File: src/rtl/vc_fifo.sv
// vc_fifo: N_VC independent virtual-channel FIFOs that share one write port
// and one read port.
//
// Each VC has SLOTS entries and its own write and read pointers. Every pointer
// carries one extra wrap bit, so a VC can tell full from empty by comparing its
// two pointers.
//
// Optional feature: define VC_FIFO_BYPASS_EN to enable same-cycle
// write-to-read bypass on an empty VC. Without the macro that case stores the
// flit and reports the empty read as an error.
//
// Access semantics (no backpressure, single-cycle requests):
//   write_i=1 pushes data_i into VC wr_vc_i at the next clk edge, unless that VC
//   is full; a write to a full VC is dropped and error_o is raised for the cycle.
//   read_i=1 pops the head of VC rd_vc_i at the next clk edge, unless that VC is
//   empty; a read of an empty VC changes nothing and raises error_o.
//   data_o always shows the current head of VC rd_vc_i, or zero when that VC is
//   empty. All flags are evaluated on pre-edge state.
module vc_fifo #(
  parameter int N_VC      = 2,
  parameter int SLOTS     = 4,
  parameter int WIDTH     = 8,
  parameter int AFULL_THR = SLOTS - 1
) (
  input  logic                                clk,
  input  logic                                arst,
  input  logic                                write_i,
  input  logic [$clog2(N_VC)-1:0]             wr_vc_i,
  input  logic [WIDTH-1:0]                    data_i,
  input  logic                                read_i,
  input  logic [$clog2(N_VC)-1:0]             rd_vc_i,
  output logic [WIDTH-1:0]                    data_o,
  output logic [N_VC-1:0]                     full_o,
  output logic [N_VC-1:0]                     empty_o,
  output logic [N_VC-1:0]                     afull_o,
  output logic [N_VC*($clog2(SLOTS)+1)-1:0]   ocup_o,
  output logic                                error_o
);

  localparam int VW = $clog2(N_VC);
  localparam int AW = $clog2(SLOTS);
  localparam int PW = AW + 1;
  localparam logic [PW-1:0] AFULL_P = PW'(AFULL_THR);

  logic [WIDTH-1:0] mem_q    [N_VC][SLOTS];
  logic [PW-1:0]    wr_ptr_q [N_VC];
  logic [PW-1:0]    rd_ptr_q [N_VC];
  logic [PW-1:0]    wr_ptr_d [N_VC];
  logic [PW-1:0]    rd_ptr_d [N_VC];

  logic wr_full;
  logic rd_empty;
  logic bypass;
  logic do_write;
  logic do_read;

  // Per-VC status flags derived purely from the two pointers
  always_comb begin
    full_o  = '0;
    empty_o = '0;
    afull_o = '0;
    ocup_o  = '0;
    for (int v = 0; v < N_VC; v++) begin
      empty_o[v]          = (wr_ptr_q[v] == rd_ptr_q[v]);
      full_o[v]           = (wr_ptr_q[v][AW-1:0] == rd_ptr_q[v][AW-1:0]) &&
                            (wr_ptr_q[v][AW] != rd_ptr_q[v][AW]);
      ocup_o[v*PW +: PW]  = wr_ptr_q[v] - rd_ptr_q[v];
      afull_o[v]          = (ocup_o[v*PW +: PW] >= AFULL_P);
    end
  end

  // Qualify requests against pre-edge flags and detect the bypass case
  always_comb begin
    wr_full  = full_o[wr_vc_i];
    rd_empty = empty_o[rd_vc_i];
`ifdef VC_FIFO_BYPASS_EN
    bypass   = write_i && read_i && (wr_vc_i == rd_vc_i) && rd_empty;
`else
    bypass   = 1'b0;
`endif
    do_write = write_i && !wr_full && !bypass;
    do_read  = read_i && !rd_empty;
    error_o  = (write_i && wr_full) || (read_i && rd_empty && !bypass);
  end

  // Head-of-queue output, with the bypassed flit taking priority
  always_comb begin
    if (bypass) begin
      data_o = data_i;
    end else if (rd_empty) begin
      data_o = '0;
    end else begin
      data_o = mem_q[rd_vc_i][rd_ptr_q[rd_vc_i][AW-1:0]];
    end
  end

  // Next-state pointers; only the addressed VC moves
  always_comb begin
    wr_ptr_d = wr_ptr_q;
    rd_ptr_d = rd_ptr_q;
    if (do_write) begin
      wr_ptr_d[wr_vc_i] = wr_ptr_q[wr_vc_i] + PW'(1);
    end
    if (do_read) begin
      rd_ptr_d[rd_vc_i] = rd_ptr_q[rd_vc_i] + PW'(1);
    end
  end

  // Pointer registers, cleared immediately by the asynchronous reset
  always_ff @(posedge clk or posedge arst) begin
    if (arst) begin
      for (int v = 0; v < N_VC; v++) begin
        wr_ptr_q[v] <= '0;
        rd_ptr_q[v] <= '0;
      end
    end else begin
      for (int v = 0; v < N_VC; v++) begin
        wr_ptr_q[v] <= wr_ptr_d[v];
        rd_ptr_q[v] <= rd_ptr_d[v];
      end
    end
  end

  // Flit storage: written at the target VC's write pointer, cleared on reset
  always_ff @(posedge clk or posedge arst) begin
    if (arst) begin
      for (int v = 0; v < N_VC; v++) begin
        for (int s = 0; s < SLOTS; s++) begin
          mem_q[v][s] <= '0;
        end
      end
    end else if (do_write) begin
      mem_q[wr_vc_i][wr_ptr_q[wr_vc_i][AW-1:0]] <= data_i;
    end
  end

endmodule

File: config.mk
export PLATFORM = sky130hd
export DESIGN_NAME = vc_fifo
export DESIGN_NICKNAME = d
export VERILOG_FILES = /design/src/rtl/vc_fifo.sv
export SDC_FILE = /design/constraint.sdc
export NUM_CORES = 1
export LEC_CHECK = 0
export BUFFER_PORTS_ARGS = -buffer_cell sky130_fd_sc_hd__buf_2
export CAP_MARGIN = 20
export CORE_MARGIN = 2
export CORE_UTILIZATION = 35
export CTS_CLUSTER_DIAMETER = 100
export DETAILED_ROUTE_END_ITERATION = 8
export SYNTH_ARGS = -nofsm -noshare
export SYNTH_HDL_FRONTEND = slang
export SYNTH_SLANG_ARGS = --single-unit
File: constraint.sdc
create_clock -name clk -period 2.62 [get_ports clk]
set_input_delay 0.262 -clock clk [delete_from_list [all_inputs] [get_ports clk]]
set_output_delay 0.262 -clock clk [all_outputs]
set_load 0.03 [all_outputs]
==> run summary <==
CTS tree = yes
Setup bufs post-CTS = 0
Synthesized area per cell = 13.3 um^2
Largest net degree at the start of global routing = 77
CP startpoint kind = flop
CTS buffer count = 9
Crit path depth = 7
Commonest cells post-synth = 76 x dfrtp_1, 69 x mux2_2, 33 x mux2i_1
CP cell instances = ha_1 -> nand2_1 -> o21bai_2 -> buf_4 -> o22ai_1 -> o21a_1 -> buf_2
First-iteration detailed-routing DRC count = 86
Placeable core area = 0.0104 mm^2
Critical Path Fanout Max = 18
Root buf cell = clkbuf_8
Initial Utilization = 36.4%
CP Class = flop to primary output
Hold Vio Cnt, Final = 12
Syn-to-layout area delta = 15.5%
Final GP Congestion = 0.740
Port bufs = 34
Total number of vias = 2,348
Crit path time final = 2.43 ns
Fmax = 412 MHz
Main area contributors after synthesis = dfrtp_1 50%, mux2_2 21%, mux2i_1 8.8%
Syn nets = 308
WHS = -0.00775 ns
Fin. max-slew vios = 0
WL/cell = 17.2 um
CP max stage delay = 0.44 ns
Setup TNS = 0 ns
WP data required = 2.36 ns
Final cell count without fillers = 466
Flop2flop setup slack = 0.57 ns
Hold Path Class = primary input to async pin
Register area share after synthesis = 50.4%
Worst Setup End Kind = primary output
Clk_lat worst skew = 0.34 ns
Failing checks = hold timing
Register-to-Register Path Depth = 5
Placed Cells = 450
Cell area after synthesis = 0.00377 mm^2
Max Buffers Root-to-Sink = 2
Reg-to-reg critical path startpoint = wr_ptr_q[3]
DR top layer = met4
Area leader, netlist = dfrtp_1
Max Cap Viol = 0
Final-stage net count = 350
Antenna cells = 0
Count leader, synth = dfrtp_1
Htree depth = 3
Slew HR = 68.4%
Setup violations, final = 0
WL met2 = 3930 um
CP delay by family, top = flip-flops
Worst Skew = 0.00749 ns
DP HPWL = 5270 um
WP data arrival = 2.16 ns
Actual slew at the worst max-slew pin = 0.472 ns
Fin crit share = 92.6%
Register area = 0.00190 mm^2
DR pass1 iterations = 4
Fill cell total of the finished layout = 1,012
Dpl cell area = 0.00413 mm^2
Horiz. Die Dim = 108 um
Wire length on met3 = 234 um
Layout cell share with drive strength beyond 1 = 42.7%
Mapped Cells = 283
Slowest CP cell = dfrtp_1
Die area = 0.0116 mm^2
Rows = 37
Most used DFF post-synth = dfrtp_1
Number of synthesized flops with an enable pin = 0
R2R Path End = mem_q[36]
# DRC = 0
Die H = 108 um
Area of the multi-input gates = 0.00178 mm^2
Register bit total from synthesis = 76
Async SR Flop Fraction = 100%
Post-route ant nets = 0
Vias in the first global route = 2,457
Synth top area share = 50.4%
CTS Sinks = 76
Num ports = 35
Total GRT Usage = 15.1%
Clock slew at reported path FFs = 0.08 ns
Initial antenna violation count = 0
Gr ovfl total = 0
WL final = 8000 um
Post-CTS Resized = 0
CP bufs+invs = 2
Outcome = complete, but fails checks
Via/cell ratio = 5.04
RSZ-0062 raised after global routing = no
Synth cell types = 29
Synth Warn # = 0
Final Cell Area = 0.00435 mm^2
Post-cts hold buffer count = 0
First-pass GRT wire length = 13,200 um
WL met1 = 3780 um
-- per-layer routing --
layer	track usage, %	up-vias
met1	20.2	1210
met2	24.7	33
met3	3.93	2
met5	0	-
li1	-	1103
met4	3.48	0
-- worst reg2reg max path: cells and delay by family (launching register included) --
kind	cells	cell delay, ns
AO/OA/AOI/OAI	1	0.48
adder cells (fa/ha/maj)	1	0.29
buffers and inverters	1	0.11
flip-flops	1	0.37
multiplexers	1	0.36
AND/OR/NAND/NOR	1	0.32
-- flip-flops by register name, indices dropped and copies added, names as in the netlist --
name	flops
mem_q	64
rd_ptr_q	6
wr_ptr_q	6
-- stage by stage --
stage | util, % | hold slack [ns] | setup WS [ns]
6_report | 42.0 | -0.00775 | 0.194
3_5_place_dp | 39.8 | 0.388 | 0.558
3_3_place_gp | 39.8 | 0.382 | 0.619
4_1_cts | 42.0 | 0.0110 | 0.157
2_1_floorplan | - | 0.413 | 0.397
5_1_grt | 42.0 | 0.0335 | 0.0337
-- cell usage in the layout, fill, tap and decap left out, drive strengths merged, types with 4 or more instances in the layout --
master	count
xnor2	9
ha	9
clkbuf	9
nand2	14
o22ai	9
o21a	8
buf	40
inv	14
nor2	5
mux2i	33
xor2	4
o221ai	8
dfrtp	76
mux2	69
-- worst max-delay path by stage --
stage | end | startpoint
after floorplan | error_o | rd_ptr_q[2]
after global placement | data_o[4] | wr_ptr_q[4]
after detailed placement | mem_q[35] | wr_ptr_q[3]
after CTS | data_o[5] | wr_ptr_q[4]
after global routing | data_o[5] | wr_ptr_q[4]
final | data_o[5] | wr_ptr_q[4]
-- cell families after synthesis --
| family | share of synthesized area, % |
|---|---|
| mux | 29.4 |
| xor+xnor | 3.22 |
| buf+inv | 2.29 |
| fa+ha+maj | 4.05 |
| compound gates | 7.43 |
| flops | 50.4 |
| simple gates | 3.19 |
-- area by class of cell --
type,count,share of cell area [%]
clock inverter,7,2.30
multi-input combinational,185,40.9
clock buffer,9,2.84
sequential,76,43.7
tap,136,3.91
inverter,13,1.12
timing repair buffer,40,5.23
Power is left out: the tool's default activity adds up to more than one toggle a clock period on the data nets, which glitch-free logic cannot reach.
